### config.mk
export PLATFORM = sky130hd
export DESIGN_NAME = multi_cycle_ctrl
export DESIGN_NICKNAME = d
export VERILOG_FILES = /design/src/rtl/core_pkg.sv /design/src/rtl/alu_decoder.sv /design/src/rtl/multi_cycle_ctrl.sv
export SDC_FILE = /design/constraint.sdc
export NUM_CORES = 1
export LEC_CHECK = 0
export ABC_AREA = 1
export CORE_ASPECT_RATIO = 0.8
export CORE_UTILIZATION = 34
export CTS_CLUSTER_DIAMETER = 150
export DETAILED_ROUTE_END_ITERATION = 16
export PLACE_DENSITY_LB_ADDON = 0.1
export REMOVE_ABC_BUFFERS = 1
export SLEW_MARGIN = 20
export SYNTH_ARGS = -nofsm -noshare
export SYNTH_HDL_FRONTEND = slang
export SYNTH_HIERARCHICAL = 1
export SYNTH_SLANG_ARGS = --single-unit
### constraint.sdc
create_clock -name clk -period 2.6 [get_ports clk]
set_input_delay 0.65 -clock clk [delete_from_list [all_inputs] [get_ports clk]]
set_output_delay 0.65 -clock clk [all_outputs]
set_load 0.02 [all_outputs]
### src/rtl/core_pkg.sv
// core_pkg: shared encodings for the RV32I-subset multi-cycle core.
//   Opcode constants (also used by the immediate generator), datapath
//   select encodings and the control FSM state enum.
package core_pkg;

  localparam logic [6:0] OP_R      = 7'b0110011;
  localparam logic [6:0] OP_IMM    = 7'b0010011;
  localparam logic [6:0] OP_LOAD   = 7'b0000011;
  localparam logic [6:0] OP_STORE  = 7'b0100011;
  localparam logic [6:0] OP_BRANCH = 7'b1100011;
  localparam logic [6:0] OP_JAL    = 7'b1101111;
  localparam logic [6:0] OP_JALR   = 7'b1100111;

  localparam logic [2:0] ALU_ADD = 3'd0;
  localparam logic [2:0] ALU_SUB = 3'd1;
  localparam logic [2:0] ALU_AND = 3'd2;
  localparam logic [2:0] ALU_OR  = 3'd3;
  localparam logic [2:0] ALU_SLL = 3'd4;
  localparam logic [2:0] ALU_SRL = 3'd5;

  localparam logic [1:0] PC_ALU    = 2'd0;  // live ALU result (PC+4)
  localparam logic [1:0] PC_ALUOUT = 2'd1;  // target computed in DECODE
  localparam logic [1:0] PC_JALR   = 2'd2;  // ALU result with bit 0 cleared

  localparam logic [1:0] SRCB_RS2  = 2'd0;
  localparam logic [1:0] SRCB_IMM  = 2'd1;
  localparam logic [1:0] SRCB_FOUR = 2'd2;

  localparam logic [1:0] WB_ALU = 2'd0;
  localparam logic [1:0] WB_MEM = 2'd1;
  localparam logic [1:0] WB_PC  = 2'd2;

  localparam logic [1:0] SZ_WORD = 2'd2;

  typedef enum logic [2:0] {
    S_FETCH, S_DECODE, S_EXEC, S_MEM, S_WB, S_TRAP
  } state_e;

endpackage

### src/rtl/alu_decoder.sv
// alu_decoder: combinational instruction classifier.
//   opcode, funct3, funct7_5 in -> aluOp (operation for R/I ALU ops) and
//   legal (instruction is in the supported subset).
module alu_decoder
  import core_pkg::*;
(
  input  logic [6:0] opcode,
  input  logic [2:0] funct3,
  input  logic       funct7_5,
  output logic [2:0] aluOp,
  output logic       legal
);

  always_comb begin
    aluOp = ALU_ADD;
    legal = 1'b0;
    case (opcode)
      OP_R: begin
        case (funct3)
          3'b000: begin aluOp = funct7_5 ? ALU_SUB : ALU_ADD; legal = 1'b1; end
          3'b111: begin aluOp = ALU_AND; legal = !funct7_5; end
          3'b110: begin aluOp = ALU_OR;  legal = !funct7_5; end
          3'b001: begin aluOp = ALU_SLL; legal = !funct7_5; end
          3'b101: begin aluOp = ALU_SRL; legal = !funct7_5; end // sra rejected
          default: ;
        endcase
      end
      OP_IMM: begin
        // funct7_5 is an immediate bit for addi/andi, only shifts look at it
        case (funct3)
          3'b000: begin aluOp = ALU_ADD; legal = 1'b1; end
          3'b111: begin aluOp = ALU_AND; legal = 1'b1; end
          3'b001: begin aluOp = ALU_SLL; legal = !funct7_5; end
          3'b101: begin aluOp = ALU_SRL; legal = !funct7_5; end
          default: ;
        endcase
      end
      OP_LOAD:   legal = (funct3 == 3'b000) || (funct3 == 3'b010) || (funct3 == 3'b100);
      OP_STORE:  legal = (funct3 == 3'b000) || (funct3 == 3'b010);
      OP_BRANCH: legal = (funct3 == 3'b000) || (funct3 == 3'b001) ||
                         (funct3 == 3'b100) || (funct3 == 3'b101);
      OP_JAL:    legal = 1'b1;
      OP_JALR:   legal = (funct3 == 3'b000);
      default: ;
    endcase
  end

endmodule

### src/rtl/multi_cycle_ctrl.sv
// multi_cycle_ctrl: control FSM of the multi-cycle RV32I-subset core.
//   In : clk, rst_n (sync, active low), instr (IR), branchTaken, memReady.
//   Out: memory handshake (memReq/memWe/memSize/memUnsigned/iOrD),
//        datapath strobes and selects (irWrite, pcWrite, pcSrc, aluSrcA,
//        aluSrcB, aluOp, regWrite, wbSel), halted (sticky trap), instret.
//   MEM_TIMEOUT: consecutive unanswered memReq cycles before trapping
//   (0 disables the timeout).
module multi_cycle_ctrl
  import core_pkg::*;
#(
  parameter int MEM_TIMEOUT = 16
) (
  input  logic        clk,
  input  logic        rst_n,
  input  logic [31:0] instr,
  input  logic        branchTaken,
  input  logic        memReady,
  output logic        memReq,
  output logic        memWe,
  output logic [1:0]  memSize,
  output logic        memUnsigned,
  output logic        iOrD,
  output logic        irWrite,
  output logic        pcWrite,
  output logic [1:0]  pcSrc,
  output logic        aluSrcA,
  output logic [1:0]  aluSrcB,
  output logic [2:0]  aluOp,
  output logic        regWrite,
  output logic [1:0]  wbSel,
  output logic        halted,
  output logic [31:0] instret
);

  localparam int            TW     = (MEM_TIMEOUT > 1) ? $clog2(MEM_TIMEOUT) : 1;
  localparam logic [TW-1:0] T_LAST = TW'((MEM_TIMEOUT > 0) ? MEM_TIMEOUT - 1 : 0);

  state_e        state, nxt;
  logic [TW-1:0] tcnt, tcnt_nxt;
  logic          retire;
  logic [6:0]    opcode;
  logic [2:0]    funct3;
  logic [2:0]    dec_op;
  logic          dec_legal;
  logic          is_load, is_store;
  logic          unused_instr;

  assign opcode       = instr[6:0];
  assign funct3       = instr[14:12];
  assign is_load      = (opcode == OP_LOAD);
  assign is_store     = (opcode == OP_STORE);
  assign unused_instr = ^{instr[31], instr[29:15], instr[11:7]};
  assign halted       = (state == S_TRAP);

  alu_decoder u_dec (
    .opcode   (opcode),
    .funct3   (funct3),
    .funct7_5 (instr[30]),
    .aluOp    (dec_op),
    .legal    (dec_legal)
  );

  always_ff @(posedge clk) begin
    if (!rst_n) begin
      state   <= S_FETCH;
      tcnt    <= '0;
      instret <= '0;
    end else begin
      state   <= nxt;
      tcnt    <= tcnt_nxt;
      instret <= instret + {31'd0, retire};
    end
  end

  always_comb begin
    nxt         = state;
    tcnt_nxt    = '0;
    retire      = 1'b0;
    memReq      = 1'b0;
    memWe       = 1'b0;
    memSize     = 2'd0;
    memUnsigned = 1'b0;
    iOrD        = 1'b0;
    irWrite     = 1'b0;
    pcWrite     = 1'b0;
    pcSrc       = PC_ALU;
    aluSrcA     = 1'b0;
    aluSrcB     = SRCB_RS2;
    aluOp       = ALU_ADD;
    regWrite    = 1'b0;
    wbSel       = WB_ALU;

    case (state)
      S_FETCH: begin
        memReq  = 1'b1;
        memSize = SZ_WORD;
        aluSrcB = SRCB_FOUR;          // PC+4 on the ALU while waiting
        if (memReady) begin
          irWrite = 1'b1;
          pcWrite = 1'b1;
          nxt     = S_DECODE;
        end
      end
      S_DECODE: begin
        aluSrcB = SRCB_IMM;           // oldPc+imm lands in aluOut for branch/jal
        nxt     = dec_legal ? S_EXEC : S_TRAP;
      end
      S_EXEC: begin
        case (opcode)
          OP_R: begin
            aluSrcA = 1'b1;
            aluOp   = dec_op;
            nxt     = S_WB;
          end
          OP_IMM: begin
            aluSrcA = 1'b1;
            aluSrcB = SRCB_IMM;
            aluOp   = dec_op;
            nxt     = S_WB;
          end
          OP_LOAD, OP_STORE: begin
            aluSrcA = 1'b1;
            aluSrcB = SRCB_IMM;
            nxt     = S_MEM;
          end
          OP_BRANCH: begin
            aluSrcA = 1'b1;
            aluOp   = ALU_SUB;
            if (branchTaken) begin
              pcWrite = 1'b1;
              pcSrc   = PC_ALUOUT;
            end
            retire  = 1'b1;
            nxt     = S_FETCH;
          end
          OP_JAL: begin
            pcWrite  = 1'b1;
            pcSrc    = PC_ALUOUT;
            regWrite = 1'b1;            // link value is the pre-update PC
            wbSel    = WB_PC;
            retire   = 1'b1;
            nxt      = S_FETCH;
          end
          OP_JALR: begin
            aluSrcA  = 1'b1;
            aluSrcB  = SRCB_IMM;
            pcWrite  = 1'b1;
            pcSrc    = PC_JALR;
            regWrite = 1'b1;
            wbSel    = WB_PC;
            retire   = 1'b1;
            nxt      = S_FETCH;
          end
          default: nxt = S_TRAP;      // DECODE already filters these
        endcase
      end
      S_MEM: begin
        memReq      = 1'b1;
        iOrD        = 1'b1;
        memWe       = is_store;
        memSize     = funct3[1:0];
        memUnsigned = funct3[2];
        if (memReady) begin
          if (is_store) begin
            retire = 1'b1;
            nxt    = S_FETCH;
          end else begin
            nxt = S_WB;
          end
        end
      end
      S_WB: begin
        regWrite = 1'b1;
        wbSel    = is_load ? WB_MEM : WB_ALU;
        retire   = 1'b1;
        nxt      = S_FETCH;
      end
      S_TRAP: ;
      default: nxt = S_FETCH;
    endcase

    // Stall watchdog: tcnt_nxt defaults to 0, so any state change or
    // memReady clears it; only an unanswered request keeps it counting.
    if (memReq && !memReady && (MEM_TIMEOUT != 0)) begin
      if (tcnt == T_LAST) nxt = S_TRAP;
      else                tcnt_nxt = tcnt + 1'b1;
    end

    // Quiet the bus and all strobes for as long as reset is held.
    if (!rst_n) begin
      memReq   = 1'b0;
      memWe    = 1'b0;
      irWrite  = 1'b0;
      pcWrite  = 1'b0;
      regWrite = 1'b0;
      retire   = 1'b0;
    end
  end

endmodule

==> flow_summary.yaml, run 1 <==
outcome:
  status: "completed"
die:
  dieHeight_um: 80.87
  dieArea_mm2: 0.008135
  io_pins: 88
  rows: 28
  coreArea_mm2: 0.007462
  die_width_um: 100.6
  start_util_pct: 35.43
critical_path:
  crit_fanout: 2
  crit_slowest_cell: "clkdlybuf4s50_1"
  path_cells: "clkdlybuf4s50_1 > inv_1 > o21ai_2 > nor2_2 > o21ai_1 > o21ai_1 > nor2_1 > buf_4"
  worstPathRequired_ps: 1950
  critPathCaptureType: "output port"
  crit_top_cell: "o21ai_1"
  cp.arrival_ps: 1830
  cp_top_family: "buffers and inverters"
  cp_slowest_stage_delay_ps: 450
  startpoint_type: "input pin"
  critPathKind: "input pin to output port"
  critPathBufInv: 3
sta:
  fin_skew_ps: 11.01
  setup_viol_count_final: 0
  maxSlewViolCount: 0
  max_freq_ghz: 0.4040
  rsz0062_at_grt: "true"
  post-route-period-util_pct: 95.19
  tightestPinTransition_ps: 472.7
  hold_viol: 0
  max_slew_margin_pct: 68.38
  period_minus_slack_ps: 2475
routing:
  wl_met3_um: 445
  routed_wl_mm: 8.216
  viasPerCell: 4.686
  route.layer.met1.wl_mm: 4.425
  drt_pass1_iterations: 4
  drc_errors: 0
  vias: 3121
  dr_wl_met2_mm: 3.337
  ant_nets: 0
  dr.max_layer_used: "met4"
  post_drt_wl_per_cell_um: 12.34
  drtIter0Drc: 197
grt:
  antenna_found_initial: 0
  grt_max_degree: 17
  grt_pass1_wl_mm: 13.58
  overflow: 0
  grt_pass1_vias: 2759
  grt_use_total_pct: 21.23
logic_synthesis:
  netlist_area_mm2: 0.002644
  yosys.area.top_type: "dfxtp_1"
  synth_seq_cells: 39
  yosys.area.top_type_share_pct: 29.53
  netlist_instances: 427
  netlist_top_cells_area: "dfxtp_1 (30%), nand2_1 (16%), nor2_1 (13%)"
  async_reset_ff_share_pct: 0
  syn_area_per_cell_um2: 6.192
  synth_edf_count: 0
  yosys_warnings: 6
  synth_cell_type_count: 35
  ys.flop_type: "dfxtp_1"
  seq_area_frac_synth_pct: 29.53
clock_network:
  clockRootBuffer: "clkbuf_8"
  cts_tree: "done"
  cts_sinks: 39
  clkTransAtPathRegs_ps: 70
  cts_max_level: 2
  numCtsBuffers: 5
  clk_latency_ps: 300
  cts.path.max_buffers: 2
final_layout:
  final_common_cell: "nand2_1"
  finalNetCount: 599
  final_cell_mix: "nand2_1 (106), nor2_1 (85), buf_4 (66), clkdlybuf4s50_1 (40), dfxtp_1 (39)"
  diodes: 0
  syn_to_final_growth_pct: 52.48
  drive_above_1_share_pct: 26.20
  final_core_util_pct: 54.02
pwr:
  power_density_mw_per_mm2: 315.1
  vdd_drop_max_v: 0.0002614
  static-leakage-power_nw: 1.697
  power_w: 0.001270
placed_design:
  port_buffers: 66
  dp.final_hpwl_mm: 6.385
  gp_congestion: 0.8783
hold_path:
  min_path_type: "flop to flop"
job:
  maxCapViolCount: 0
## routing by layer
layer | vias up | GRT usage [%]
li1 | 1629 | -
met1 | 1423 | 33.14
met2 | 67 | 30.07
met3 | 2 | 4.045
met4 | 0 | 3.043
met5 | - | 0
## per-stage QoR
step | instances | cell area, um^2 | setup WS (ps) | hold slack, ps | TNS (ps)
floorplan | 422 | 2616 | 82.20 | 417.6 | 0
global placement | 642 | 3776 | -693.6 | 436.1 | -20660
detailed placement | 642 | 3776 | -656.1 | 457.6 | -20790
CTS | 665 | 4038 | 2.234 | 473.2 | 0
global route | 666 | 4031 | -41.78 | 496.0 | -72.22
finish | 666 | 4031 | 124.9 | 467.6 | 0
## power breakdown
group	switching [W]	internal, W
Clock	0.000216	0.000242
Combinational	0.000117	0.0000876
Sequential	0.00000562	0.000602
## layout make-up
type                            instances  area [um^2]
Timing Repair Buffer                  131         1097
Clock buffer                            8        100.1
Tap cell                              105        131.4
Fill cell                             790         3431
Sequential cell                        39        780.7
Multi-Input combinational cell        335         1738
Inverter                               48        183.9
## sequential cells by signal, summed over array words and instances (netlist names)
signal and count:
state 3, tcnt 4, instret 32
## worst paths after layout
path,slack (ps),endpoint,from,cells past startpoint
worst max-delay path,120,aluOp[0],instr[30],8
worst max register to register,190,instret[18]$_SDFF_PN0_,state[1]$_SDFF_PN0_,13
worst min-delay path,470,tcnt[0]$_SDFF_PP0_,tcnt[0]$_SDFF_PP0_,1
worst min register to register,470,tcnt[0]$_SDFF_PP0_,tcnt[0]$_SDFF_PP0_,1
## worst reg2reg max path: cells and delay by family, from the launching register on
| kind | cells | cell delay [ps] |
|---|---|---|
| AO/OA/AOI/OAI | 2 | 270 |
| adder cells (fa/ha/maj) | 2 | 370 |
| flip-flops | 1 | 400 |
| buffers and inverters | 2 | 150 |
| AND/OR/NAND/NOR | 7 | 1110 |
## timing repair
action | 4_1_cts | 5_1_grt
buffers inserted | 15 | 1
endpoints found under the setup margin | 44 | 37
gates resized for setup | 86 | 27
hold buffers | 0 | 0
pin swaps | 10 | 8
## synthesized netlist by cell type, types with 2 or more instances
master,instances
a31oi_1,5
xnor2_1,5
nor3_1,6
nand2_4,2
nor4_1,3
nor2_4,4
nand3_1,28
xor2_1,4
o21ai_1,3
nor2_1,93
a21oi_2,2
nand3b_1,9
o21ai_0,9
clkbuf_1,3
a21oi_1,17
inv_1,42
inv_2,3
nand4_1,6
ha_1,3
nand2_2,7
nand3_2,4
o21a_1,2
nor2_8,2
dfxtp_1,39
clkinv_1,2
nor2_2,5
nand2_1,111
## kinds of logic (layout without fill, tap and decap cells)
group | count (synthesis) | count (layout) | share of synthesized area, %
simple gates | 283 | 283 | 49.60
buf+inv | 53 | 187 | 7.951
compound gates | 40 | 40 | 8.518
flops | 39 | 39 | 29.53
xor+xnor | 9 | 9 | 2.981
fa+ha+maj | 3 | 3 | 1.420
(Power assumes the default switching activity.)
==> run 2, diff against run 1 <==
--- a/config.mk
+++ b/config.mk
@@ -5,7 +5,7 @@
 export SDC_FILE = /design/constraint.sdc
 export NUM_CORES = 1
 export LEC_CHECK = 0
-export ABC_AREA = 1
+export ABC_CLOCK_PERIOD_IN_PS = 2600
 export CORE_ASPECT_RATIO = 0.8
 export CORE_UTILIZATION = 34
 export CTS_CLUSTER_DIAMETER = 150
==> run 2 against run 1 <==
Against the previous run: the flow now finishes with violations (negative setup slack); total power is 4.4% lower; maximum frequency is 16% lower; clock skew is 2.0 ps lower; worst setup slack worse by 460 ps; combinational power is 3% higher; register-to-register slack worse by 200 ps; clock power is 14% lower; area after synthesis is 9.1% lower; critical endpoint is now instret[29]$_SDFF_PN0_.
==> flow_summary.yaml, run 2 <==
critical_path:
  path_cells: "buf_6 > or3_4 > nor3_4 > and4_1 > o21a_1 > ha_4 > buf_6 > nand3_4 > or4_4 > buf_6 > or4_1 > a21oi_1"
  worstPathRequired_ps: 2830
  startpoint_type: "input pin"
  worstRegToRegCells: 11
  r2r_slack_ps: -10
  cp.arrival_ps: 3160
  critPathCapture: "instret[29]$_SDFF_PN0_"
  crit_top_cell: "buf_6"
  r2r-end: "instret[29]$_SDFF_PN0_"
  cp_slowest_stage_delay_ps: 480
  crit_fanout: 4
  worstReg2RegStart: "state[1]$_SDFF_PN0_"
  startpoint: "instr[2]"
  critPathKind: "input pin to flop"
  critPathCaptureType: "flop"
  crit_slowest_cell: "or4_4"
sta:
  fin_skew_ps: 9.054
  finalSetupTns_ps: -4335
  period_minus_slack_ps: 2932
  rsz0062_at_grt: "true"
  setup_viol_count_final: 18
  max_slew_margin_pct: 74.40
  post-route-period-util_pct: 112.8
  max_freq_ghz: 0.3411
  timing.hold.ws_ps: 454.6
  tightestPinTransition_ps: 382.9
  setup_ws_ps: -331.7
  hold_viol: 0
  maxSlewViolCount: 0
clock_network:
  clkTransAtPathRegs_ps: 80
  cts_hold_buffers: 0
  cts.path.max_buffers: 2
  numCtsBuffers: 5
  cts_max_level: 2
  cts_sinks: 39
  cts_tree: "done"
  clockRootBuffer: "clkbuf_8"
  clk_latency_ps: 290
pwr:
  p_clk_share_pct: 32.6
  p_int_w: 0.0008922
  swShare_pct: 26.53
  p_comb_share_pct: 17.4
  power_density_mw_per_mm2: 314.7
  pwr-share-seq_pct: 49.9
  static-leakage-power_nw: 1.498
  power_w: 0.001214
  vdd_drop_max_v: 0.0002085
  p_switching_w: 0.0003222
logic_synthesis:
  netlist_area_mm2: 0.002402
  ys.flop_type: "dfxtp_1"
  synth_cell_type_count: 51
  async_reset_ff_share_pct: 0
  netlist_instances: 308
  yosys.area.top_type: "dfxtp_1"
  synth_edf_count: 0
  seq_area_frac_synth_pct: 32.50
  synth_most_common_cell: "dfxtp_1"
  syn_area_per_cell_um2: 7.800
  post_synth_most_frequent_cells: "dfxtp_1 (39), nor2_1 (30), a21oi_1 (24)"
  netlist_top_cells_area: "dfxtp_1 (33%), a21oi_1 (5.0%), nor2_1 (4.7%)"
  synth_seq_cells: 39
  yosys_warnings: 6
  yosys.area.top_type_share_pct: 32.50
die:
  dieArea_mm2: 0.007408
  dieHeight_um: 77.18
  rows: 27
  io_pins: 88
  coreArea_mm2: 0.006858
  die_width_um: 95.98
  start_util_pct: 35.03
final_layout:
  final_cell_mix: "buf_4 (60), clkdlybuf4s50_1 (41), dfxtp_1 (39), nor2_1 (30)"
  finalNetCount: 473
  largest_register_ffs: 32
  final_core_util_pct: 56.27
  drive_above_1_share_pct: 30.34
  final_common_cell: "buf_4"
  final_cells: 522
  fillerInstances: 687
  top_register: "instret"
  diodes: 0
  syn_to_final_growth_pct: 60.62
  top_regs: "instret (32), tcnt (4), state (3)"
routing:
  drc_errors: 0
  vias: 2737
  viasPerCell: 5.243
  post_drt_wl_per_cell_um: 14.01
  drtIter0Drc: 142
  routed_wl_mm: 7.311
  ant_nets: 0
  drt_pass1_iterations: 4
placed_design:
  port_buffers: 66
  numPlacedInstances: 501
  dp.final_hpwl_mm: 5.052
  gp_congestion: 0.8473
hold_path:
  min_path_type: "flop to flop"
outcome:
  failed_checks: "negative setup slack"
  status: "finished with violations"
grt:
  overflow: 0
  antenna_found_initial: 0
  grt_use_total_pct: 19.88
  grt_pass1_wl_mm: 11.66
  grt_max_degree: 29
  grt_pass1_vias: 2366
job:
  maxCapViolCount: 0
run 2: worst max-delay path, delay by kind of cell:
kind / cells / cell delay (ps)
AOI/OAI and AO/OA: 2 / 300
adders and majority gates: 1 / 150
buffers and inverters: 3 / 350
and+or+nand+nor: 6 / 1730
run 2: through the flow:
step	cell area [um^2]	setup slack, ps
floorplan	2310	-756.4
global placement	3527	-1048
detailed placement	3527	-1099
CTS	3767	-470.9
global route	3859	-411.5
finish	3859	-331.7
run 2: routing by layer:
layer | share of wire (%) | GRT usage [%] | vias to the layer above | wire length (um)
met4 | 0.57 | 3.731 | 0 | 42
met2 | 41 | 26.10 | 68 | 3022
met5 | 0 | 0 | - | 0
met3 | 6.4 | 3.869 | 5 | 467
li1 | - | - | 1381 | -
met1 | 52 | 32.37 | 1283 | 3778
run 2: cell families (layout without fill, tap and decap cells):
group / Yosys count / in the layout / share of synthesized area [%]
AO/OA/AOI/OAI: 67 / 67 / 17.97
XOR/XNOR: 13 / 13 / 4.740
adder cells (fa/ha/maj): 3 / 3 / 1.563
buffers and inverters: 30 / 156 / 5.728
flip-flops: 39 / 39 / 32.50
multiplexers: 4 / 4 / 1.667
AND/OR/NAND/NOR: 152 / 153 / 35.83
run 2: area by class of cell:
cell class | count | area [um^2] | share of cell area, %
Clock inverter | 1 | 5.005 | 0.1297
Timing Repair Buffer | 136 | 1175 | 30.45
Inverter | 12 | 45.04 | 1.167
Tap cell | 87 | 108.9 | 2.821
Clock buffer | 7 | 76.32 | 1.978
Sequential cell | 39 | 780.7 | 20.23
Multi-Input combinational cell | 240 | 1668 | 43.22
run 2: power groups by stage:
stage | sequential, W | clock, W | combinational (W)
floorplan | 0.000625 | 0 | 0.0000700
global placement | 0.000620 | 0 | 0.000209
detailed placement | 0.000620 | 0 | 0.000209
CTS | 0.000606 | 0.000414 | 0.000207
global route | 0.000607 | 0.000439 | 0.000229
finish | 0.000607 | 0.000396 | 0.000211
run 2: worst min-delay path by stage:
stage / from / endpoint / slack [ps] / depth (start not counted)
4_1_cts: tcnt[0]$_SDFF_PP0_ / tcnt[0]$_SDFF_PP0_ / 460 / 1
3_3_place_gp: tcnt[0]$_SDFF_PP0_ / tcnt[0]$_SDFF_PP0_ / 440 / 1
5_1_grt: tcnt[0]$_SDFF_PP0_ / tcnt[0]$_SDFF_PP0_ / 490 / 1
6_report: tcnt[0]$_SDFF_PP0_ / tcnt[0]$_SDFF_PP0_ / 450 / 1
3_5_place_dp: tcnt[0]$_SDFF_PP0_ / tcnt[0]$_SDFF_PP0_ / 450 / 1
2_1_floorplan: tcnt[0]$_SDFF_PP0_ / tcnt[0]$_SDFF_PP0_ / 420 / 1
run 2: timing repair:
action                                  in CTS  in global routing
endpoints found under the setup margin      45                 36
buffers inserted                             7                  3
pin swaps                                   28                 14
cloned                                       3                  0
gates resized for setup                    105                 29
==> run 3, diff against run 2 <==
--- a/config.mk
+++ b/config.mk
@@ -7,8 +7,10 @@
 export LEC_CHECK = 0
 export ABC_CLOCK_PERIOD_IN_PS = 2600
 export CORE_ASPECT_RATIO = 0.8
+export CORE_MARGIN = 8
 export CORE_UTILIZATION = 34
 export CTS_CLUSTER_DIAMETER = 150
+export CTS_CLUSTER_SIZE = 10
 export DETAILED_ROUTE_END_ITERATION = 16
 export PLACE_DENSITY_LB_ADDON = 0.1
 export REMOVE_ABC_BUFFERS = 1
==> run 3 against run 2 <==
Against the previous run: sequential cell count stayed put; worst setup slack better by 63 ps; clock power hardly changed; critical endpoint is now instret[15]$_SDFF_PN0_; clock skew hardly changed; sequential share of layout area is 0.68 points higher; the flow still finishes with violations (negative setup slack); count of clock-buffer cells in the layout stayed put; critical path depth is 1 lower.
==> flow_summary.yaml, run 3 (synthesis results as in run 2) <==
sta:
  rsz0062_at_grt: "true"
  max_slew_margin_pct: 73.85
  finalSetupTns_ps: -3503
  hold_viol: 0
  timing.hold.ws_ps: 449.7
  tightestPinTransition_ps: 389.7
  setup_ws_ps: -269.0
  fin_skew_ps: 9.099
  period_minus_slack_ps: 2869
  maxSlewViolCount: 0
  max_freq_ghz: 0.3485
  post-route-period-util_pct: 110.3
  setup_viol_count_final: 18
clock_network:
  clkTransAtPathRegs_ps: 70
  numCtsBuffers: 5
  cts.path.max_buffers: 2
  cts_tree: "done"
  clockRootBuffer: "clkbuf_8"
  cts_max_level: 2
  clk_latency_ps: 290
  cts_sinks: 39
placed_design:
  dp.final_hpwl_mm: 5.488
  gp_congestion: 0.8650
  numPlacedInstances: 494
  port_buffers: 66
critical_path:
  critPathCaptureType: "flop"
  cp.arrival_ps: 3090
  path_cells: "buf_6 > or3_4 > nor3_4 > and4_1 > o21a_1 > ha_4 > nand3_2 > or4_4 > buf_6 > or4_4 > a21oi_2"
  cp_top_family: "simple AND/OR/NAND/NOR gates"
  cp_slowest_stage_delay_ps: 480
  startpoint_type: "input pin"
  critPathBufInv: 2
  critPathKind: "input pin to flop"
  crit_fanout: 5
  crit_slowest_cell: "or4_4"
  worstPathRequired_ps: 2820
routing:
  viasPerCell: 5.235
  post_drt_wl_per_cell_um: 15.15
  vias: 2654
  ant_nets: 0
  drc_errors: 0
  drtIter0Drc: 171
  routed_wl_mm: 7.681
  drt_pass1_iterations: 4
grt:
  antenna_found_initial: 0
  grt_max_degree: 29
  grt_use_total_pct: 15.17
  grt_pass1_wl_mm: 12.65
  grt_pass1_vias: 2541
  overflow: 0
hold_path:
  min_path_type: "flop to flop"
final_layout:
  syn_to_final_growth_pct: 55.42
  multi_input_area_mm2: 0.001668
  diodes: 0
  top_regs: "instret (32), tcnt (4), state (3)"
  top_register: "instret"
  final_common_cell: "buf_4"
  finalNetCount: 458
  largest_register_ffs: 32
  fillerInstances: 652
  final_cells: 507
  seq_area_um2: 780.7
  final_cell_mix: "buf_4 (51), clkdlybuf4s50_1 (41), dfxtp_1 (39), nor2_1 (28)"
  drive_above_1_share_pct: 28.33
pwr:
  p_int_w: 0.0008869
  p_switching_w: 0.0003201
  vdd_drop_max_v: 0.0002269
  swShare_pct: 26.52
  pwr-share-seq_pct: 50.2
  power_density_mw_per_mm2: 323.3
  p_clk_share_pct: 32.6
  p_comb_share_pct: 17.1
  static-leakage-power_nw: 1.403
outcome:
  failed_checks: "negative setup slack"
  status: "finished with violations"
die:
  rows: 27
  dieHeight_um: 91.18
  start_util_pct: 35.03
  io_pins: 88
  dieArea_mm2: 0.01003
  die_width_um: 110.0
  coreArea_mm2: 0.006858
job:
  maxCapViolCount: 0
run 3: changes by cell type in the layout (fill, tap and decap cells not counted), moves of 3 or more:
cell / previous run / this run
buf_2: 9 / 6
buf_4: 60 / 51
buf_6: 14 / 9
clkdlybuf4s15_2: 2 / 5
run 3: area by class of cell:
class,instances,share of cell area [%]
repair buffers,121,28.12
multi-input cells,240,44.67
well taps,87,2.916
clock inverters,1,0.1340
inverters,12,1.206
flip-flops and latches,39,20.91
clock buffers,7,2.044
run 3: power groups by stage:
stage | clock network, W | logic [W] | registers (W)
final | 0.000394 | 0.000207 | 0.000606
after global routing | 0.000444 | 0.000226 | 0.000607
after CTS | 0.000407 | 0.000202 | 0.000606
after detailed placement | 0 | 0.000202 | 0.000619
after global placement | 0 | 0.000202 | 0.000620
after floorplan | 0 | 0.0000700 | 0.000625
run 3: worst paths after layout:
check                                end  slack [ps]  depth (start not counted)           startpoint
setup / recovery  instret[15]$_SDFF_PN0_        -270                         11             instr[3]
hold / removal        tcnt[0]$_SDFF_PP0_         450                          1   tcnt[0]$_SDFF_PP0_
setup reg to reg  instret[15]$_SDFF_PN0_          10                         10  state[1]$_SDFF_PN0_
hold reg to reg       tcnt[0]$_SDFF_PP0_         450                          1   tcnt[0]$_SDFF_PP0_
run 3: repair_timing:
| item | CTS | global route |
|---|---|---|
| gates cloned | 3 | 0 |
| resized for setup | 98 | 29 |
| hold buffers | 0 | 0 |
| setup buffers | 1 | 1 |
| setup endpoints to repair | 44 | 36 |
| pin swaps | 26 | 10 |
run 3: per-layer routing:
metal,vias to the layer above,part of all wire [%],track usage (%),routed length [um]
li1,1353,-,-,-
met1,1234,50,22.33,3863
met2,63,42,21.24,3238
met3,4,7.2,4.237,555
met4,0,0.30,2.806,23
met5,-,0,0,0
run 3: through the flow:
| stage | power (W) | setup slack, ps | utilization [%] | area (um^2) |
|---|---|---|---|---|
| final | 0.001207 | -269.0 | 54.44 | 3734 |
| after global routing | 0.001277 | -340.3 | 54.44 | 3734 |
| after CTS | 0.001214 | -385.0 | 53.73 | 3685 |
| after detailed placement | 0.0008218 | -1149 | 50.48 | 3462 |
| after global placement | 0.0008213 | -1080 | 50.48 | 3462 |
| after floorplan | 0.0006950 | -756.4 | - | 2310 |
